--- config.mk ---
export PLATFORM = sky130hd
export DESIGN_NAME = baudrate_generator_frac
export DESIGN_NICKNAME = d
export VERILOG_FILES = /design/src/rtl/uart_pkg.sv /design/src/rtl/frac_tick_divider.sv /design/src/rtl/baudrate_generator_frac.sv
export SDC_FILE = /design/constraint.sdc
export NUM_CORES = 1
export LEC_CHECK = 0
export CAP_MARGIN = 10
export CORE_AREA = 2 2 93 95
export DETAILED_ROUTE_END_ITERATION = 8
export DIE_AREA = 0 0 95 97
export GPL_ROUTABILITY_DRIVEN = 0
export GPL_TIMING_DRIVEN = 0
export PLACE_DENSITY = 0.8
export SYNTH_ARGS = -nofsm -noshare
export SYNTH_HDL_FRONTEND = slang
export SYNTH_SLANG_ARGS = --single-unit
--- constraint.sdc ---
create_clock -name i_clk -period 6.55 [get_ports i_clk]
set_input_delay 1.31 -clock i_clk [delete_from_list [all_inputs] [get_ports i_clk]]
set_output_delay 1.31 -clock i_clk [all_outputs]
set_load 0.01 [all_outputs]
--- src/rtl/uart_pkg.sv ---
`timescale 1ns/1ps
`default_nettype none
// ============================================================================
//  Package     : uart_pkg
//  Description : Shared constants and the reset-divisor helper for the
//                fractional baud tick generator.
//                Provides the default SAMPLING, FRAC_W and DIV_W, the minimum
//                legal integer divisor DIV_MIN, and calc_div(), which returns
//                the fixed-point divisor
//                round(f_clock * 2^frac_w / (baudrate * sampling)).
//  Revision    : 1.0 - initial release
// ============================================================================
package uart_pkg;

  localparam int SAMPLING = 16;
  localparam int FRAC_W   = 4;
  localparam int DIV_W    = 16;
  localparam int DIV_MIN  = 2;

  // Fixed-point divisor with FRAC_W fraction bits, rounded to nearest.
  function automatic longint calc_div(input real f_clock,
                                      input real baudrate,
                                      input int  sampling,
                                      input int  frac_w);
    real scaled;
    scaled = f_clock * real'(longint'(1) << frac_w) / (baudrate * real'(sampling));
    return longint'($rtoi(scaled + 0.5));
  endfunction

endpackage
`default_nettype wire

--- src/rtl/frac_tick_divider.sv ---
`timescale 1ns/1ps
`default_nettype none
// ============================================================================
//  Module      : frac_tick_divider
//  Description : Fractional-N down-counter. The counter reloads with
//                int-1 (+1 when the fraction accumulator carries), so tick
//                spacing is int or int+1 clocks and averages int + frac/2^W.
//  Ports       : i_clk, i_reset_n  - clock, async active-low reset
//                i_enable          - run; low holds cnt/acc
//                i_sync            - reload cnt, clear acc, suppress tick
//                i_apply           - a new divisor is taking effect: clear acc
//                i_reload_int      - integer divisor used for the reload
//                i_frac            - active fractional divisor
//                o_due             - enabled cycle with cnt == 0
//                o_tick            - raw tick (o_due and not i_sync)
//  Revision    : 1.0 - initial release
// ============================================================================
module frac_tick_divider #(
  parameter int               DIV_W   = 16,
  parameter int               FRAC_W  = 4,
  parameter logic [DIV_W-1:0] RST_CNT = '0
) (
  input  logic              i_clk,
  input  logic              i_reset_n,
  input  logic              i_enable,
  input  logic              i_sync,
  input  logic              i_apply,
  input  logic [DIV_W-1:0]  i_reload_int,
  input  logic [FRAC_W-1:0] i_frac,
  output logic              o_due,
  output logic              o_tick
);

  logic [DIV_W-1:0]  r_cnt;
  logic [FRAC_W-1:0] r_acc;
  logic [FRAC_W:0]   w_sum;
  logic              w_carry;
  logic [DIV_W-1:0]  w_reload;

  assign w_sum    = {1'b0, r_acc} + {1'b0, i_frac};
  assign w_carry  = w_sum[FRAC_W];
  assign w_reload = i_reload_int - DIV_W'(1);
  assign o_due    = i_enable && (r_cnt == '0);
  assign o_tick   = o_due && !i_sync;

  always_ff @(posedge i_clk or negedge i_reset_n) begin
    if (!i_reset_n) begin
      r_cnt <= RST_CNT;
      r_acc <= '0;
    end else if (i_sync) begin
      r_cnt <= w_reload;
      r_acc <= '0;
    end else if (i_enable) begin
      if (r_cnt == '0) begin
        if (i_apply) begin
          // New divisor: first period is exactly its integer part.
          r_cnt <= w_reload;
          r_acc <= '0;
        end else begin
          // Cannot overflow: w_reload <= 2^DIV_W-2 for any legal divisor.
          r_cnt <= w_reload + DIV_W'(w_carry);
          r_acc <= w_sum[FRAC_W-1:0];
        end
      end else begin
        r_cnt <= r_cnt - DIV_W'(1);
      end
    end else if (i_apply) begin
      // Divisor swapped while frozen: keep the count, restart the fraction.
      r_acc <= '0;
    end
  end

endmodule
`default_nettype wire

--- src/rtl/baudrate_generator_frac.sv ---
`timescale 1ns/1ps
`default_nettype none
// ============================================================================
//  Module      : baudrate_generator_frac
//  Description : Programmable fractional-N baud tick generator with
//                oversampling tick, bit tick, enable, phase restart and
//                run-time divisor load (integer + fraction).
//  Ports       : i_clk, i_reset_n       - clock, async active-low reset
//                i_enable               - run; low freezes all counters
//                i_sync                 - restart tick phase (no tick)
//                i_div_load             - capture i_div_int / i_div_frac
//                i_div_int, i_div_frac  - divisor, int >= 2, frac in 2^-FRAC_W
//                o_tick                 - oversampling tick pulse
//                o_bit_tick             - pulse with every SAMPLING-th tick
//                o_sample_idx           - index of latest tick within the bit
//                o_div_err              - pulse: load rejected (int < 2)
//  Revision    : 1.0 - initial release
// ============================================================================
module baudrate_generator_frac #(
  parameter real F_CLOCK  = 50E6,
  parameter real BAUDRATE = 9600,
  parameter int  SAMPLING = uart_pkg::SAMPLING,
  parameter int  DIV_W    = uart_pkg::DIV_W,
  parameter int  FRAC_W   = uart_pkg::FRAC_W
) (
  input  logic                        i_clk,
  input  logic                        i_reset_n,
  input  logic                        i_enable,
  input  logic                        i_sync,
  input  logic                        i_div_load,
  input  logic [DIV_W-1:0]            i_div_int,
  input  logic [FRAC_W-1:0]           i_div_frac,
  output logic                        o_tick,
  output logic                        o_bit_tick,
  output logic [$clog2(SAMPLING)-1:0] o_sample_idx,
  output logic                        o_div_err
);

  import uart_pkg::calc_div;
  import uart_pkg::DIV_MIN;

  localparam int                    c_idx_w    = $clog2(SAMPLING);
  localparam longint                c_d0       = calc_div(F_CLOCK, BAUDRATE, SAMPLING, FRAC_W);
  localparam logic [DIV_W-1:0]      c_def_int  = DIV_W'(c_d0 >> FRAC_W);
  localparam logic [FRAC_W-1:0]     c_def_frac = FRAC_W'(c_d0);
  localparam logic [DIV_W-1:0]      c_rst_cnt  = c_def_int - DIV_W'(1);
  localparam logic [c_idx_w-1:0]    c_last_idx = c_idx_w'(SAMPLING - 1);

  logic [DIV_W-1:0]   r_act_int;
  logic [FRAC_W-1:0]  r_act_frac;
  logic [DIV_W-1:0]   r_pend_int;
  logic [FRAC_W-1:0]  r_pend_frac;
  logic               r_pend_vld;
  logic [c_idx_w-1:0] r_s;
  logic               r_tick;
  logic               r_bit_tick;
  logic [c_idx_w-1:0] r_idx;
  logic               r_div_err;

  logic               w_load_ok;
  logic               w_load_bad;
  logic               w_due;
  logic               w_tick;
  logic               w_apply;
  logic [DIV_W-1:0]   w_reload_int;

  assign w_load_bad = i_div_load && (i_div_int < DIV_W'(DIV_MIN));
  assign w_load_ok  = i_div_load && !w_load_bad;

  // A pending divisor takes effect at a tick boundary, on sync, or while
  // frozen; the reload value switches in the same cycle it is applied.
  assign w_apply      = r_pend_vld && (i_sync || !i_enable || w_due);
  assign w_reload_int = w_apply ? r_pend_int : r_act_int;

  frac_tick_divider #(
    .DIV_W   (DIV_W),
    .FRAC_W  (FRAC_W),
    .RST_CNT (c_rst_cnt)
  ) u_div (
    .i_clk        (i_clk),
    .i_reset_n    (i_reset_n),
    .i_enable     (i_enable),
    .i_sync       (i_sync),
    .i_apply      (w_apply),
    .i_reload_int (w_reload_int),
    .i_frac       (r_act_frac),
    .o_due        (w_due),
    .o_tick       (w_tick)
  );

  // Divisor registers. A load in the same cycle as an apply stays pending
  // (it was not visible yet), so the newest load always wins.
  always_ff @(posedge i_clk or negedge i_reset_n) begin
    if (!i_reset_n) begin
      r_act_int   <= c_def_int;
      r_act_frac  <= c_def_frac;
      r_pend_int  <= c_def_int;
      r_pend_frac <= c_def_frac;
      r_pend_vld  <= 1'b0;
    end else begin
      if (w_apply) begin
        r_act_int  <= r_pend_int;
        r_act_frac <= r_pend_frac;
      end
      if (w_load_ok) begin
        r_pend_int  <= i_div_int;
        r_pend_frac <= i_div_frac;
        r_pend_vld  <= 1'b1;
      end else if (w_apply) begin
        r_pend_vld <= 1'b0;
      end
    end
  end

  // Sample counter and registered outputs.
  always_ff @(posedge i_clk or negedge i_reset_n) begin
    if (!i_reset_n) begin
      r_s        <= '0;
      r_tick     <= 1'b0;
      r_bit_tick <= 1'b0;
      r_idx      <= '0;
      r_div_err  <= 1'b0;
    end else begin
      r_tick     <= w_tick;
      r_bit_tick <= w_tick && (r_s == c_last_idx);
      r_div_err  <= w_load_bad;
      if (i_sync) begin
        r_s <= '0;
      end else if (w_tick) begin
        r_idx <= r_s;
        r_s   <= (r_s == c_last_idx) ? '0 : r_s + c_idx_w'(1);
      end
    end
  end

  assign o_tick       = r_tick;
  assign o_bit_tick   = r_bit_tick;
  assign o_sample_idx = r_idx;
  assign o_div_err    = r_div_err;

endmodule
`default_nettype wire

==> metrics, run 1 <==
final net count=615; global route total overflow=0; time the worst path needs with I/O delays and setup=6.173 ns; Synth-to-Final Area Change=13.54%; area share of the largest cell type after synthesis=0.3090; width of the die=95 um; GRT Util Overall=0.2799; total negative slack=0 ns; post-synthesis instance area=4778 um^2; Port Buf Inserts=29; actual slew at the worst max-slew pin=0.8817 ns; post-detailed-route DRC marker count=0; Synth Net Count=574; worst slew margin relative to its limit=0.4068; vias in the first global route=4,260; Detailed Place HPWL=8633 um; clock tree sinks=72; number of DRC markers in iteration 0=266; gate count of the mapped netlist=538; number of H-tree levels=3; DR vias/cell=6.157; worst supply voltage drop on vdd=0.1453 mV; post-CTS resize count=0; RSZ-0062 raised after global routing=false; number of distinct library cells after synthesis=72; fraction of the yosys area taken by sequential cells=0.3805; type of the worst setup path=input port to flop; insertion delay to the later sink of the worst-skew pair=0.36 ns; largest net degree at the start of global routing=73; starting density of the core=0.5874; worst-path fanout max=10; Setup-failing EPs final=0; Detailed Route WL=11,720 um; IO Count=32; commonest register cell after synthesis=sky130_fd_sc_hd__dfrtp_1; flop and latch count out of synthesis=72; number of nets still failing antenna checks after routing=0; number of synthesized flops with an enable pin=0; drt first pass iters=5; clock input transition at the sequential cells of the worst setup and hold paths=0.08 ns; row count=33; Yosys warning total=0; Max stage delay cell, worst path=sky130_fd_sc_hd__or4b_1; share of cells above drive strength 1=0.1473; via count=4,242; top cell family by delay on the critical path=buffers and inverters; most common cell in the netlist=sky130_fd_sc_hd__nand2_1; final-layout worst hold slack=0.4642 ns; cell area power density=234.8 nW/um^2; clk buf depth=2; total count of max-transition violations in the final report=0; height of the chip=97 um; static leakage=2.224 nW; leading cell types by total area after synthesis=sky130_fd_sc_hd__dfrtp_1 (31%), sky130_fd_sc_hd__nand2_1 (7.2%), sky130_fd_sc_hd__dfstp_2 (7.1%); buffer cell driving the clock tree root=sky130_fd_sc_hd__clkbuf_8; detailed-route wire length per cell=17.01 um; series of cell instances along the critical path=clkbuf_1 -> inv_1 -> nand2_1 -> o21ai_2 -> buf_6 -> clkbuf_1 -> clkbuf_2 -> mux2i_1 -> ha_1 -> buf_2 -> or4b_1 -> buf_6 -> nor2_1 -> xnor2_1 -> mux2i_2 -> nand3_1 -> nor3_1 -> nand4_1 -> xnor2_1 -> a221o_1; Hold Path Class=flop to flop; antenna diode count=0; number of buffers added by the clock tree synthesis step=9; average size of a mapped cell=8.882 um^2; area of the die=9215 um^2; number of buffers inserted by hold repair at cts=0; critical path startpoint category=input port; type of destination of the critical path=flop; CTS tree=built; Largest stage delay, worst path=0.47 ns; number of hold violations in the final report=0; result of the run=finished, final reports clean; number of antenna violations at the first check in global routing=0; required time reported for the critical path endpoint=6.80 ns; FFs w/ async S/R, synth=1.000; core area=8134 um^2; arrival time reported for the critical path endpoint=6.42 ns; post-CTS setup buffer count=0; first-pass GRT wire length=20,650 um; fmax=0.1620 GHz; largest area contributor in the netlist=sky130_fd_sc_hd__dfrtp_1; number of max-capacitance violations reported=0; number of buffer and inverter instances along the worst setup path=7; final worst-path cycle share=0.9424; top cell types by occurrence after synthesis=sky130_fd_sc_hd__nand2_1 (92), sky130_fd_sc_hd__dfrtp_1 (59), sky130_fd_sc_hd__nor2_1 (37), sky130_fd_sc_hd__a21oi_1 (27), sky130_fd_sc_hd__o21ai_0 (27); final worst clock skew=0.009101 ns
## cell type report
cell class | instances | area, um^2
inverters | 16 | 60.06
multi-input cells | 421 | 2758
repair buffers | 30 | 315.3
fillers | 662 | 2709
flip-flops and latches | 72 | 1818
clock buffers | 10 | 127.6
well taps | 105 | 131.4
clock inverters | 6 | 67.56
plain buffers | 29 | 147.6
## worst reg2reg max path: cells and delay by family, from the launching register on
| kind | cells | cell delay (ns) |
|---|---|---|
| AOI/OAI and AO/OA | 2 | 0.49 |
| muxes | 2 | 0.83 |
| buffers and inverters | 6 | 1.41 |
| and+or+nand+nor | 7 | 1.76 |
| xor gates and xnor gates | 2 | 0.25 |
| adders and majority gates | 2 | 0.45 |
| DFF | 1 | 0.40 |
## routing by layer
layer | global-route usage | up-vias | part of all wire
met5 | 0 | - | 0
met1 | 0.3854 | 2027 | 0.44
li1 | - | 1999 | -
met2 | 0.4364 | 186 | 0.47
met3 | 0.05140 | 30 | 0.064
met4 | 0.1081 | 0 | 0.023
## sequential cells by signal, indices dropped and copies added, names as in the netlist, named ones only
name and cells:
r_pend_frac 4, r_s 4, r_pend_vld 1, u_div.r_acc 4
o_div_err 1, o_tick 1, u_div.r_cnt 16, r_act_int 15
o_sample_idx 4, o_bit_tick 1, r_act_frac 4, r_pend_int 16
## kinds of logic (layout without fill, tap and decap cells)
| family | after synthesis | count (layout) | share of synthesized area |
|---|---|---|---|
| simple gates | 235 | 235 | 0.2540 |
| fa+ha+maj | 11 | 11 | 0.03037 |
| mux | 35 | 35 | 0.08222 |
| buf+inv | 45 | 91 | 0.04320 |
| flops | 72 | 72 | 0.3805 |
| compound gates | 102 | 102 | 0.1401 |
| xor+xnor | 38 | 38 | 0.06965 |
## per-stage QoR
stage | total power [mW] | utilization | std cells | worst slack, ns | area, um^2
finish | 1.274 | 0.6670 | 689 | 0.3772 | 5425
global route | 1.345 | 0.6670 | 689 | 0.05226 | 5425
CTS | 1.269 | 0.6664 | 689 | 0.2069 | 5420
detailed placement | 0.9083 | 0.6424 | 673 | -0.1643 | 5225
global placement | 0.8927 | 0.6393 | 672 | -0.05981 | 5200
floorplan | 0.8076 | - | 538 | 0.8703 | 4778
## final timing paths
check | start | end | slack, ns | cells past startpoint
worst max-delay path | i_sync | u_div.r_cnt[15]$_DFFE_PN0P_ | 0.38 | 20
max in group asynchronous | i_reset_n | r_act_int[2]$_DFF_PN1_ | 5.26 | 2
worst min register to register | r_pend_frac[3]$_DFFE_PN1P_ | r_act_frac[3]$_DFFE_PN1N_ | 0.46 | 2
worst max register to register | u_div.r_cnt[0]$_DFFE_PN0P_ | u_div.r_cnt[15]$_DFFE_PN0P_ | 0.84 | 21
min in group asynchronous | i_reset_n | u_div.r_cnt[13]$_DFFE_PN0P_ | 0.94 | 2
worst min-delay path | r_pend_frac[3]$_DFFE_PN1P_ | r_act_frac[3]$_DFFE_PN1N_ | 0.46 | 2
## where the power goes
group	switching [mW]	leakage (nW)	internal, mW	total, mW
combinational	0.188	1.26	0.146	0.333
sequential	0.0702	0.871	0.509	0.579
clock	0.184	0.0929	0.177	0.361
## cells in the final DEF, fill, tap and decap left out, drive strengths merged, types with 3 or more instances in the layout
cell,Yosys,final
mux2i,11,11
or2,6,6
xor2,14,14
nor3b,3,3
a21o,4,4
nor3,22,22
mux2,24,24
nor2,37,37
or4,5,5
xnor2,24,24
a22oi,6,6
nand3b,4,4
ha,10,10
nand3,15,15
a21oi,27,27
or3,5,5
and2,4,4
nor4,15,15
and4,4,4
clkdlybuf4s50,0,28
o21ai,29,29
nor2b,4,4
clkbuf,18,28
nand2b,6,6
a211oi,3,3
dfstp,13,13
buf,11,13
inv,15,16
dfrtp,59,59
clkinv,1,3
nand2,92,92
nand4,6,6
a22o,3,3
o31ai,3,3
or4b,3,3
o22ai,3,3
No activity file was read; power rests on OpenSTA's default activity.
==> run 2, diff against run 1 <==
--- a/config.mk
+++ b/config.mk
@@ -11,6 +11,7 @@
 export DIE_AREA = 0 0 95 97
 export GPL_ROUTABILITY_DRIVEN = 0
 export GPL_TIMING_DRIVEN = 0
+export HOLD_SLACK_MARGIN = 0.02
 export PLACE_DENSITY = 0.8
 export SYNTH_ARGS = -nofsm -noshare
 export SYNTH_HDL_FRONTEND = slang
==> constraint.sdc (replaced) <==
create_clock -name i_clk -period 6.45 [get_ports i_clk]
set_input_delay 1.29 -clock i_clk [delete_from_list [all_inputs] [get_ports i_clk]]
set_output_delay 1.29 -clock i_clk [all_outputs]
set_load 0.01 [all_outputs]
==> metrics, run 2 (synthesis results as in run 1) <==
number of hold violations in the final report=0 (unchanged); number of max-capacitance violations reported=0 (unchanged); drt first pass iters=5 (unchanged); Port Buf Inserts=29 (unchanged); number of buffers inserted by hold repair at cts=0 (unchanged); power share of the combinational group=0.261 (about the same); Setup-failing EPs final=0 (unchanged); IO Count=32 (unchanged); starting density of the core=0.5874 (unchanged); clk buf depth=2 (unchanged); Synth-to-Final Area Change=13.56% (about the same); actual slew at the worst max-slew pin=0.8840 ns (+0.002329 ns); type of destination of the critical path=flop; detailed-route wire length per cell=17.05 um (+0.19%); critical path startpoint category=input port; type of the worst setup path=input port to flop; post-detailed-route DRC marker count=0 (unchanged); worst reg2reg path depth=21 (unchanged); arrival time reported for the critical path endpoint=6.17 ns (-0.25 ns); switching power as a share of total power=0.3468 (about the same); internal power consumption=0.8452 mW (+1.6%); required time reported for the critical path endpoint=6.70 ns (-0.10 ns); launch instance of the worst min-delay path=r_pend_frac[3]$_DFFE_PN1P_; overall power consumption=1.294 mW (+1.6%); worst slew margin relative to its limit=0.4052 (-0.001568); sequential share of power=0.454 (about the same); antenna diode count=0 (unchanged); Detailed Place HPWL=8633 um (unchanged); time the worst path needs with I/O delays and setup=5.921 ns; post-route non-filler standard cell count=689 (unchanged); cell area power density=238.4 nW/um^2 (+1.5%); leading cell type in the layout, fill and taps excluded=sky130_fd_sc_hd__nand2_1; number of H-tree levels=3 (unchanged); launching point of the worst reg2reg path=u_div.r_cnt[0]$_DFFE_PN0P_; Psw=0.4487 mW (+1.6%); fill cell total of the finished layout=664 (+0.30%); highest-count cells in the layout ignoring fill and taps=sky130_fd_sc_hd__nand2_1 (92), sky130_fd_sc_hd__dfrtp_1 (59), sky130_fd_sc_hd__nor2_1 (37); RSZ-0062 raised after global routing=false; largest net degree at the start of global routing=73 (unchanged); worst-path fanout max=10 (unchanged); final net count=615 (unchanged); number of DRC markers in iteration 0=292 (+9.8%); width of the die=95 um (unchanged); final setup margin=0.5295 ns (+0.1523 ns); static leakage=2.227 nW (+0.13%); final worst-path cycle share=0.9179; number of stages on the worst hold path=2 (unchanged); area of the die=9215 um^2 (unchanged); core area=8134 um^2 (unchanged); total count of max-transition violations in the final report=0 (unchanged); GRT Util Overall=0.2799 (unchanged); number of buffers added by the clock tree synthesis step=9 (unchanged); fmax=0.1689 GHz; insertion delay to the later sink of the worst-skew pair=0.36 ns (about the same); Hold Path Class=flop to flop; registers with the highest flip-flop counts=r_pend_int: 16 flops, u_div.r_cnt: 16 flops, r_act_int: 15 flops; Place WS=-0.2443 ns (-0.08000 ns); final worst clock skew=0.009328 ns (+0.0002264 ns); via count=4,229 (-0.31%); global route total overflow=0 (unchanged); row count=33 (unchanged); buffer cell driving the clock tree root=sky130_fd_sc_hd__clkbuf_8; number of antenna violations at the first check in global routing=0 (unchanged); clock share of power=0.285 (about the same); first-pass GRT wire length=20,650 um (unchanged); worst supply voltage drop on vdd=0.1479 mV (+1.8%); post-CTS setup buffer count=0 (unchanged); Crit. Startpoint=i_sync; CTS tree=built; clock input transition at the sequential cells of the worst setup and hold paths=0.08 ns (about the same); height of the chip=97 um (unchanged); clock tree sinks=72 (unchanged); DR vias/cell=6.138 (-0.31%); placed cells=673 (unchanged); post-CTS resize count=0 (unchanged); number of nets still failing antenna checks after routing=0 (unchanged); vias in the first global route=4,260 (unchanged); share of cells above drive strength 1=0.1490 (+0.001712); Detailed Route WL=11,750 um (+0.19%); result of the run=finished, final reports clean
==> run 2: cell counts in the layout (fill, tap and decap cells not counted) <==
Identical to the previous run, type by type.
==> run 2: critical path, stage by stage <==
cell and delay, ns:
sky130_fd_sc_hd__clkbuf_1 0.20, sky130_fd_sc_hd__inv_1 0.18, sky130_fd_sc_hd__nand2_1 0.17, sky130_fd_sc_hd__o21ai_2 0.26, sky130_fd_sc_hd__buf_6 0.20, sky130_fd_sc_hd__clkbuf_2 0.26
sky130_fd_sc_hd__clkbuf_2 0.30, sky130_fd_sc_hd__mux2i_1 0.46, sky130_fd_sc_hd__ha_1 0.21, sky130_fd_sc_hd__buf_2 0.19, sky130_fd_sc_hd__or4b_1 0.47, sky130_fd_sc_hd__buf_6 0.16
sky130_fd_sc_hd__nor2_1 0.11, sky130_fd_sc_hd__xnor2_1 0.09, sky130_fd_sc_hd__mux2i_2 0.36, sky130_fd_sc_hd__nand3_1 0.14, sky130_fd_sc_hd__nor3_1 0.46, sky130_fd_sc_hd__nand4_1 0.18
sky130_fd_sc_hd__xnor2_1 0.16, sky130_fd_sc_hd__a221o_1 0.29
==> run 2: path summary, 6_finish.rpt <==
kind | end | slack [ns]
max reg2reg | u_div.r_cnt[15]$_DFFE_PN0P_ | 0.93
min | r_act_frac[3]$_DFFE_PN1N_ | 0.47
max | u_div.r_cnt[15]$_DFFE_PN0P_ | 0.53
max in group asynchronous | r_pend_int[8]$_DFFE_PN1P_ | 5.16
min reg2reg | r_act_frac[3]$_DFFE_PN1N_ | 0.47
min in group asynchronous | u_div.r_cnt[13]$_DFFE_PN0P_ | 0.91
==> run 2: power groups by stage <==
stage,clock network (mW),registers [mW],logic [mW]
after CTS,0.372,0.586,0.331
after global routing,0.395,0.597,0.374
after detailed placement,0,0.594,0.328
final,0.369,0.588,0.337
after global placement,0,0.590,0.316
after floorplan,0,0.574,0.246
==> run 2: cell type report <==
cell class / count / area, um^2 / share of cell area
Buffer: 29 / 148.9 / 0.02744
Clock buffer: 10 / 127.6 / 0.02352
Clock inverter: 6 / 67.56 / 0.01245
Inverter: 16 / 60.06 / 0.01107
Multi-Input combinational cell: 421 / 2758 / 0.5082
Sequential cell: 72 / 1818 / 0.3350
Tap cell: 105 / 131.4 / 0.02421
Timing Repair Buffer: 30 / 315.3 / 0.05810
==> run 2: per-layer routing <==
layer,global-route usage,part of all wire,vias to the layer above
li1,-,-,2001
met4,0.1081,0.025,0
met3,0.05140,0.061,33
met2,0.4364,0.47,181
met5,0,0,-
met1,0.3854,0.44,2014
==> run 2: through the flow <==
step | instance area (um^2) | hold WS (ns) | TNS, ns | util
after floorplan | 4778 | 0.4329 | 0 | -
after global placement | 5200 | 0.4420 | -0.1398 | 0.6393
after detailed placement | 5225 | 0.4502 | -0.4256 | 0.6424
after CTS | 5420 | 0.4636 | 0 | 0.6664
after global routing | 5426 | 0.4875 | 0 | 0.6671
final | 5426 | 0.4661 | 0 | 0.6671
==> run 3, diff against run 2 <==
--- a/config.mk
+++ b/config.mk
@@ -9,10 +9,10 @@
 export CORE_AREA = 2 2 93 95
 export DETAILED_ROUTE_END_ITERATION = 8
 export DIE_AREA = 0 0 95 97
-export GPL_ROUTABILITY_DRIVEN = 0
 export GPL_TIMING_DRIVEN = 0
 export HOLD_SLACK_MARGIN = 0.02
 export PLACE_DENSITY = 0.8
+export REMOVE_ABC_BUFFERS = 1
 export SYNTH_ARGS = -nofsm -noshare
 export SYNTH_HDL_FRONTEND = slang
 export SYNTH_SLANG_ARGS = --single-unit
==> metrics, run 3 (synthesis results as in run 1) <==
result of the run=finished, final reports clean; arrival time reported for the critical path endpoint=6.39 ns (+0.22 ns); setup slack of the worst register-to-register path=1.09 ns (+0.16 ns); final worst clock skew=0.007584 ns (-0.001744 ns); insertion delay to the later sink of the worst-skew pair=0.36 ns (about the same); number of antenna violations at the first check in global routing=0 (unchanged); vias in the first global route=3,912 (-8.2%); type of the worst setup path=input port to flop; area of the die=9215 um^2 (unchanged); number of buffers inserted by hold repair at cts=0 (unchanged); worst reg2reg path depth=16 (-24%); time the worst path needs with I/O delays and setup=6.145 ns (+0.2245 ns); static leakage=2.198 nW (-1.3%); launch instance of the worst min-delay path=r_pend_frac[3]$_DFFE_PN1P_; RePlAce Congestion=0.9239; total count of max-transition violations in the final report=0 (unchanged); largest net degree at the start of global routing=73 (unchanged); clock tree sinks=72 (unchanged); GRT Util Overall=0.2568 (-0.02303); actual slew at the worst max-slew pin=0.9424 ns (+0.05838 ns); Synth-to-Final Area Change=11.86%; height of the chip=97 um (unchanged); leading cell type in the layout, fill and taps excluded=sky130_fd_sc_hd__nand2_1; Setup-failing EPs final=0 (unchanged); number of DRC markers in iteration 0=279 (-4.5%); worst supply voltage drop on vdd=0.1470 mV (-0.65%); via count=4,087 (-3.4%); first-pass GRT wire length=19,000 um (-8.0%); antenna diode count=0 (unchanged); Hold Path Class=flop to flop; Critical R2R Capture=u_div.r_cnt[15]$_DFFE_PN0P_; number of H-tree levels=3 (unchanged); final worst-path cycle share=0.9527 (+0.03480); number of stages on the worst hold path=2 (unchanged); post-detailed-route DRC marker count=0 (unchanged); launching point of the worst reg2reg path=u_div.r_cnt[0]$_DFFE_PN0P_; clock input transition at the sequential cells of the worst setup and hold paths=0.07 ns (about the same); number of hold violations in the final report=0 (unchanged); registers with the highest flip-flop counts=r_pend_int: 16 flops, u_div.r_cnt: 16 flops, r_act_int: 15 flops; Detailed Route WL=11,180 um (-4.8%); starting density of the core=0.5874 (unchanged); detailed-route wire length per cell=16.83 um (-1.3%); overall power consumption=1.284 mW (-0.80%); drt first pass iters=4 (-1); row count=33 (unchanged); Detailed Place HPWL=7842 um (-9.2%); buffer cell driving the clock tree root=sky130_fd_sc_hd__clkbuf_8; core area=8134 um^2 (unchanged); critical path startpoint category=input port; Largest stage delay, worst path=0.65 ns (+0.18 ns); Finished Core Util=0.6571 (-0.009998); number of max-capacitance violations reported=0 (unchanged); series of cell instances along the critical path=dlygate4sd2_1 -> buf_16 -> inv_1 -> nand2_1 -> o21ai_4 -> mux2i_1 -> ha_1 -> or4b_1 -> nor2_1 -> xnor2_1 -> mux2i_1 -> nand3_1 -> nor3_1 -> nand4_1 -> xnor2_1 -> a221o_1; DR vias/cell=6.155 (+0.28%); highest-count cells in the layout ignoring fill and taps=sky130_fd_sc_hd__nand2_1 (92), sky130_fd_sc_hd__dfrtp_1 (59), sky130_fd_sc_hd__nor2_1 (37); Max stage delay cell, worst path=sky130_fd_sc_hd__or4b_1; end point of the worst hold path=r_act_frac[3]$_DFFE_PN1N_; CTS tree=built; fmax=0.1627 GHz (-3.7%); cell area power density=240.1 nW/um^2 (+0.71%); final net count=590 (-4.1%); RSZ-0062 raised after global routing=false; Port Buf Inserts=31 (+6.9%); worst-path fanout max=26 (+16); worst slew margin relative to its limit=0.3660 (-0.03928); width of the die=95 um (unchanged); clk buf depth=2 (unchanged); fill cell total of the finished layout=617 (-7.1%); required time reported for the critical path endpoint=6.69 ns (about the same); number of buffers added by the clock tree synthesis step=9 (unchanged); number of nets still failing antenna checks after routing=0 (unchanged); global route total overflow=0 (unchanged); share of cells above drive strength 1=0.1377 (-0.01123); type of destination of the critical path=flop; post-CTS setup buffer count=0 (unchanged); IO Count=32 (unchanged)
==> run 3: layout make-up <==
cell class | count | area, um^2 | share of cell area
multi-input combinational | 421 | 2765 | 0.5173
inverter | 16 | 60.06 | 0.01124
sequential | 72 | 1818 | 0.3401
timing repair buffer | 34 | 371.6 | 0.06952
clock inverter | 3 | 40.04 | 0.007491
tap | 105 | 131.4 | 0.02458
clock buffer | 13 | 158.9 | 0.02973
==> run 3: worst max path at each step <==
stage,from,to,slack [ns],cells after the start
after global placement,i_sync,u_div.r_cnt[15]$_DFFE_PN0P_,-1.56,15
after detailed placement,i_sync,u_div.r_cnt[15]$_DFFE_PN0P_,-0.74,15
final,i_sync,u_div.r_cnt[15]$_DFFE_PN0P_,0.31,16
after floorplan,i_sync,u_div.r_cnt[14]$_DFFE_PN0P_,0.87,14
after CTS,i_sync,u_div.r_cnt[15]$_DFFE_PN0P_,0.12,15
after global routing,i_sync,u_div.r_cnt[15]$_DFFE_PN0P_,0.02,16
==> run 3: worst max-delay path, delay by kind of cell <==
kind            cells  cell delay [ns]
mux                 2             0.95
compound gates      2             0.83
buf+inv             3             0.74
xor+xnor            2             0.26
fa+ha+maj           1             0.40
simple gates        6             1.91
==> run 3: per-layer routing <==
layer  GRT usage  wire, um
met5           0         0
met4     0.09810       211
met3     0.03738       599
met2      0.3993      5458
met1      0.3612      4907
==> run 3: metrics by stage <==
stage	instance area (um^2)	std cells	setup slack, ns	TNS [ns]	hold slack, ns
finish	5345	664	0.3050	0	0.4656
global placement	5074	645	-1.556	-14.22	0.4395
detailed placement	5125	647	-0.7374	-3.727	0.4543
global route	5345	664	0.01607	0	0.4868
floorplan	4632	509	0.8686	0	0.4329
CTS	5321	663	0.1188	0	0.4675
==> run 3: where the power goes <==
part	switching [mW]	total (mW)	internal (mW)	leakage (nW)
Combinational	0.176	0.319	0.143	1.22
Sequential	0.0794	0.597	0.517	0.871
Clock	0.169	0.368	0.199	0.103
Total	0.424	1.28	0.859	2.20
==> run 3: timing repair <==
item,CTS,global route
gates resized for setup,2,2
pin swaps,0,0
hold endpoints to repair,0,0
setup endpoints to repair,6,6
